[config.mk]
export PLATFORM = sky130hd
export DESIGN_NAME = fib_seq_gen
export DESIGN_NICKNAME = d
export VERILOG_FILES = /design/src/rtl/fib_seq_gen.sv
export SDC_FILE = /design/constraint.sdc
export NUM_CORES = 1
export LEC_CHECK = 0
export BUFFER_PORTS_ARGS = -buffer_cell sky130_fd_sc_hd__buf_2
export CAP_MARGIN = 20
export CORE_ASPECT_RATIO = 1.25
export CORE_MARGIN = 3
export CORE_UTILIZATION = 35
export CTS_CLUSTER_DIAMETER = 60
export DETAILED_ROUTE_END_ITERATION = 10
export REMOVE_ABC_BUFFERS = 1
export SETUP_SLACK_MARGIN = 0.1
export SKIP_LAST_GASP = 1
export SLEW_MARGIN = 30
export SYNTH_ARGS = -nofsm -noshare
export SYNTH_HDL_FRONTEND = slang
export SYNTH_SLANG_ARGS = --single-unit
[constraint.sdc]
create_clock -name clk -period 2.6 [get_ports clk]
set_input_delay 0.65 -clock clk [delete_from_list [all_inputs] [get_ports clk]]
set_output_delay 0.65 -clock clk [all_outputs]
set_load 0.02 [all_outputs]
[src/rtl/fib_seq_gen.sv]
// Fibonacci/Lucas term engine: walks T0..Tn one term per advance, optionally
// streaming each term with backpressure, and latches Tn plus a sticky wrap flag.

module fib_step #(
  parameter int WIDTH = 16
) (
  input  logic [WIDTH-1:0] i_a,
  input  logic [WIDTH-1:0] i_b,
  input  logic             i_a_ovf,
  input  logic             i_b_ovf,
  output logic [WIDTH-1:0] o_sum,
  output logic             o_sum_ovf
);
  logic w_carry;

  assign {w_carry, o_sum} = {1'b0, i_a} + {1'b0, i_b};
  // Wrap history propagates forward: any wrapped ancestor taints the new term.
  assign o_sum_ovf = i_a_ovf | i_b_ovf | w_carry;
endmodule

module fib_seq_gen #(
  parameter int WIDTH     = 16,
  parameter int IDX_W     = 6,
  parameter int STREAM_EN = 1
) (
  input  logic             clk,
  input  logic             reset_n,
  input  logic             start,
  input  logic [IDX_W-1:0] n,
  input  logic             mode,
  output logic             busy,
  output logic             done,
  output logic [WIDTH-1:0] dout,
  output logic             overflow,
  output logic             out_valid,
  output logic [WIDTH-1:0] out_data,
  output logic             out_last,
  input  logic             out_ready
);
  typedef enum logic {S_IDLE, S_RUN} state_t;

  localparam bit STREAM = (STREAM_EN != 0);

  state_t           r_state, w_state_nxt;
  logic [WIDTH-1:0] r_a, r_b;
  logic             r_a_ovf, r_b_ovf;
  logic [IDX_W-1:0] r_cnt, r_n_q;
  logic             r_mode_q;
  logic [WIDTH-1:0] r_dout;
  logic             r_ovf;
  logic             r_done;

  logic             w_adv, w_last;
  logic             w_load, w_step, w_fin;
  logic [WIDTH-1:0] w_seed0, w_sum;
  logic             w_sum_ovf;

  assign w_adv   = !STREAM || out_ready;
  assign w_last  = (r_cnt == r_n_q);
  assign w_seed0 = mode ? WIDTH'(2) : '0;

  fib_step #(.WIDTH(WIDTH)) u_step (
    .i_a       (r_a),
    .i_b       (r_b),
    .i_a_ovf   (r_a_ovf),
    .i_b_ovf   (r_b_ovf),
    .o_sum     (w_sum),
    .o_sum_ovf (w_sum_ovf)
  );

  always_ff @(posedge clk or negedge reset_n) begin
    if (!reset_n) r_state <= S_IDLE;
    else          r_state <= w_state_nxt;
  end

  always_comb begin
    w_state_nxt = r_state;
    w_load      = 1'b0;
    w_step      = 1'b0;
    w_fin       = 1'b0;
    case (r_state)
      S_IDLE: begin
        if (start) begin
          w_load      = 1'b1;
          w_state_nxt = S_RUN;
        end
      end
      S_RUN: begin
        if (w_adv) begin
          if (w_last) begin
            w_fin       = 1'b1;
            w_state_nxt = S_IDLE;
          end else begin
            w_step = 1'b1;
          end
        end
      end
      default: w_state_nxt = S_IDLE;
    endcase
  end

  always_ff @(posedge clk or negedge reset_n) begin
    if (!reset_n) begin
      r_a      <= '0;
      r_b      <= '0;
      r_a_ovf  <= 1'b0;
      r_b_ovf  <= 1'b0;
      r_cnt    <= '0;
      r_n_q    <= '0;
      r_mode_q <= 1'b0;
    end else if (w_load) begin
      r_a      <= w_seed0;
      r_b      <= WIDTH'(1);
      r_a_ovf  <= 1'b0;
      r_b_ovf  <= 1'b0;
      r_cnt    <= '0;
      r_n_q    <= n;
      r_mode_q <= mode;
    end else if (w_step) begin
      r_a     <= r_b;
      r_b     <= w_sum;
      r_a_ovf <= r_b_ovf;
      r_b_ovf <= w_sum_ovf;
      r_cnt   <= r_cnt + IDX_W'(1);
    end
  end

  // Result regs hold between completions; only the lookahead-free a_ovf is reported.
  always_ff @(posedge clk or negedge reset_n) begin
    if (!reset_n) begin
      r_dout <= '0;
      r_ovf  <= 1'b0;
      r_done <= 1'b0;
    end else begin
      r_done <= w_fin;
      if (w_fin) begin
        r_dout <= r_a;
        r_ovf  <= r_a_ovf;
      end
    end
  end

  assign busy      = (r_state == S_RUN);
  assign done      = r_done;
  assign dout      = r_dout;
  assign overflow  = r_ovf;
  assign out_valid = STREAM && (r_state == S_RUN);
  assign out_data  = r_a;
  assign out_last  = out_valid && w_last;
endmodule

### Yosys cells after proc, flatten, opt, wreduce, memory -nomap -nowiden

Index checks and enable logic that the tools add are counted.

* register bits: 65
* output and inout port bits: 37
* logic and storage cells: 39

* add/subtract/negate cells: 2
* equality and inequality tests: 1
* mux-type cells: 21
* bitwise logic cells: 3
* reductions and logical operators: 2

Operator list (number)
* 16-bit 2-to-1 mux: 4
* 16-bit by 16-bit adder with 17-bit output: 1
* 1-bit 2-to-1 mux: 13
* 6-bit 2-to-1 mux: 2
* 6-bit by 1-bit adder with 6-bit output (second input constant): 1
* 6-bit == test: 1
* 2-bit 2-to-1 mux: 1
* 1-bit bitwise OR: 2
* 1-bit case mux with 2 select lines: 1
* 2-bit nonzero test: 1
* 1-bit logical AND: 1
* 1-bit inverter: 1

### Logic depth before layout (Yosys ltp)

* depth in word-level cells: 6
* mapped depth: 9
* gate-level depth less buffers: 9

### Cells and area by module

From an unflattened synthesis, not the netlist that was laid out.

* cell total of the unflattened synthesis: 319
* area, all modules: 3558.4 µm²

Modules (own cells, without submodules)
* fib_seq_gen: instances 1, cells each 215, area each 2766.4 µm², seq. area each 1626.6 µm²
* fib_step: instances 1, cells each 104, area each 792.0 µm², seq. area each 0.0 µm²

### Worst setup path after synthesis

Ideal clock, no wire load.

* path type: reg2reg
* start: register r_a[0] (netlist: out_data[0])
* end: register r_b[14]
* library setup time: 0.126 ns
* arrival: 2.260 ns
* slack: 0.214 ns
* stages on the path, launching flop included: 10
* path buffers: 0
* cells stage by stage: dfrtp_1 ha_1 inv_1 fa_1 nor2b_1 o31a_1 o21a_1 a21oi_1 mux2_2 a311o_1

* word-level cells in the longest chain between the ends: 3

Ends and longest elaborated chain
* from (decl): RTL line 45 `logic [WIDTH-1:0] r_a, r_b;`
* from (signal assigned): RTL line 112 `r_a <= w_seed0;`
* from (signal assigned): RTL line 120 `r_a <= r_b;`
* 16-bit by 16-bit adder with 17-bit output: RTL line 16 `assign {w_carry, o_sum} = {1'b0, i_a} + {1'b0, i_b};`
* 16-bit 2-to-1 mux: RTL line 119 `end else if (w_step) begin`
* 16-bit 2-to-1 mux: RTL line 111 `end else if (w_load) begin`
* to (signal assigned): RTL line 121 `r_b <= w_sum;`
* to (decl): RTL line 45

Every way passes these cells. The select of a mux whose other input is x is not followed.
A chain may end at the register's enable or synchronous reset.

### Worst setup path in the final report

* start: register r_a[2] (netlist: out_data[2])
* end: register r_b[14]

Same word-level chain as after synthesis.

==> impl_metrics.toml <==
[place]
portBuffers = 47
dpl.hpwl_um = 5230
place.gp.congestion = 0.771
dpl_cell_area_mm2 = 0.00377

[detailed_routing]
avgViaCountPerCell = 5.10
drt_first_iter_violations = 146
drt_drc_violations_left = 0
antenna_left = 0
route.final.wire_length_um = 7300
vias = 2684
number_of_optimization_iterations_in_the_first_detailed_route_pass = 5
avgRoutedWirePerCell_um = 13.9

[synth]
yosys_warnings = 0
flip_flop_cell_with_the_highest_count_after_synthesis = "dfrtp_1"
synth_async_sr_flop_share = 1.00
synth_seq_area_share = 0.479
post_synth_num_cell_types = 47
number_of_enable_flip_flop_cells_after_synthesis = 0
synthesis.instances = 350
mappedNetlistArea_mm2 = 0.00340
postSynthAreaPerCell_um2 = 9.71
postSynthRegisterBits = 65

[power_and_ir_drop]
power.net_switching_mw = 2.15
p_total_mw = 5.32
sequentialPowerShare = 0.313
pwr-share-clk = 0.231
vdd_drop_max_mv = 0.575
p_int_mw = 3.16
swShare = 0.405
power.density_mw_per_mm2 = 1300
power.static_leakage_nw = 2.05
logic_pwr_share = 0.456

[timing]
grt_setup_unrepaired = "no"
layout_min_cycle_time_ps = 2400
fin_crit_sh = 0.925
slew_headroom = 0.720
fin_tns_setup_ps = 0
fin_hold_ws_ps = 257
max_freq_mhz = 416
worst_pin_slew_ps = 416
final_max_slew_viol_count = 0
report.final.setup_viol = 0
final_worst_clock_skew_ps = 7.05
timing_hold_violations_final = 0

[clocking]
clock_path_buffers = 2
clk_root_buffer_cell = "clkbuf_16"
tritoncts.num_buffers = 9
post_cts_buffers = 0
count_of_h_tree_levels_built_during_cts = 3
clkSinkCount = 65
latest_clock_arrival_within_the_worst_skew_pair_ps = 330
path_clk_slew_ps = 50
cts_tree = "built"

[worst_setup_path]
critical_path_type = "register to register"
critical_path.endpoint_type = "register"
required_ps = 2810
r2r_setup_slk_ps = 200
r2r_start = "out_data[2]"
worst-path-max-fanout = 4
startpoint_type = "register"
critPathLaunch = "out_data[2]"
critical_path_arrival_ps = 2610

[cells_and_area]
nets = 427
flow.area_growth_from_synthesis_pct = 20.3
stdcell_area_mm2 = 0.00409
final_cell_mix = "nand2_1 (67), dfrtp_1 (65), buf_2 (47)"
antenna_cells = 0
drive_above_1_share = 0.216
mostFrequentLayoutCell = "nand2_1"

[global_routing]
global_route_wire_length_before_repair_um = 12700
global_routing_usage_on_met2 = 0.247
globalRouteOverflowTotal = 0
grt_pass1_vias = 2720
grt_antenna_before_repair = 0
grtUsageMet1 = 0.180
grt_most_used_layer = "met2"
maximum_number_of_pins_on_one_net_before_global_route_repair = 31
grtUsageTotal = 0.148
global_route.usage.met3 = 0.0367

[floorplanning]
starting_density_of_the_core = 0.365
die-area_mm2 = 0.0109
floorplan.rows = 39
design.portCount = 48
die_height_um = 116
fp.coreArea_mm2 = 0.00932
fp.dieW_um = 94.1

[status]
run_status = "finished clean"

[worst_hold_path]
path_class_of_the_lowest_slack_min_delay_path = "input pin to asynchronous set/reset pin"

[run]
cap_violations = 0
[cells by family after synthesis]
| group | synth area share |
|---|---|
| and+or+nand+nor | 0.190 |
| AOI/OAI and AO/OA | 0.132 |
| DFF | 0.479 |
| buffers and inverters | 0.0306 |
| muxes | 0.0596 |
| adders and majority gates | 0.0685 |
| xor gates and xnor gates | 0.0412 |
[what timing repair did]
item,4_1_cts,5_1_grt
hold buffers,0,0
endpoints found under the setup margin,0,1
hold endpoints to repair,0,0
gates resized for setup,0,2
[worst paths after layout]
check | to | cells after the start
max | r_b[14] | 7
min | r_b[10] | 1
max reg2reg | r_b[14] | 7
min reg2reg | r_a_ovf | 2
max in group asynchronous | r_n_q[1] | 2
min in group clk | r_a_ovf | 2
[worst max-delay path, stage by stage (launching register included)]
cell     delay, ps
dfrtp_1        410
ha_1           360
nor2b_1        160
o31a_1         270
o21a_2         260
a21oi_1        160
mux2_2         350
a311o_1        320
[flip-flops by register name, summed over array words and instances (netlist names), 6 cells and up]
register / count
out_data: 16
r_b: 16
dout: 16
r_n_q: 6
r_cnt: 6
[layer usage]
metal	wire, µm	up-vias
met1	3230	1306
met5	0	-
met3	225	8
li1	-	1336
met2	3740	34
met4	105	0
[per-stage QoR]
stage	worst slack, ps	instances	utilization
after floorplan	14.2	331	-
after global placement	194	510	0.405
after detailed placement	149	510	0.405
after CTS	143	526	0.438
after global routing	101	526	0.439
final	195	526	0.439
[power by group through the flow]
stage	combinational [mW]	clock [mW]	sequential, mW
after global routing	2.75	1.31	1.73
after detailed placement	2.43	0	1.69
after CTS	2.45	1.26	1.67
after global placement	2.40	0	1.66
after floorplan	1.58	0	1.84
final	2.42	1.23	1.67
[area by class of cell]
class	count	area, µm²
Clock buffer	14	274
Clock inverter	2	35.0
Fill cell	879	5230
Inverter	4	15.0
Multi-Input combinational cell	262	1680
Sequential cell	65	1630
Tap cell	123	154
Timing Repair Buffer	56	303
[cells in the mapped netlist, types with 2 or more instances]
| cell | n | area share |
|---|---|---|
| nand2_1 | 67 | 0.074 |
| dfrtp_1 | 65 | 0.48 |
| nand3_1 | 36 | 0.053 |
| nor2_1 | 19 | 0.021 |
| ha_1 | 17 | 0.063 |
| o21ai_0 | 17 | 0.025 |
| a21oi_1 | 13 | 0.019 |
| mux2_2 | 10 | 0.033 |
| xnor2_1 | 9 | 0.023 |
| buf_2 | 8 | 0.012 |
| mux2_1 | 8 | 0.027 |
| xor2_1 | 7 | 0.018 |
| clkbuf_1 | 6 | 0.0066 |
| a211oi_1 | 5 | 0.011 |
| and3_1 | 5 | 0.0092 |
| nand4_1 | 5 | 0.0092 |
| o21a_1 | 5 | 0.011 |
| inv_1 | 4 | 0.0044 |
| nor3_1 | 4 | 0.0059 |
| a21o_1 | 3 | 0.0066 |
| buf_1 | 3 | 0.0033 |
| a221o_1 | 2 | 0.0059 |
| and2_1 | 2 | 0.0037 |
| buf_4 | 2 | 0.0044 |
| nor2b_1 | 2 | 0.0037 |
| o31ai_1 | 2 | 0.0044 |
| o41ai_1 | 2 | 0.0052 |
| or2_2 | 2 | 0.0037 |
| or4_1 | 2 | 0.0044 |
Note: power is estimated with default switching activity, not from simulation.
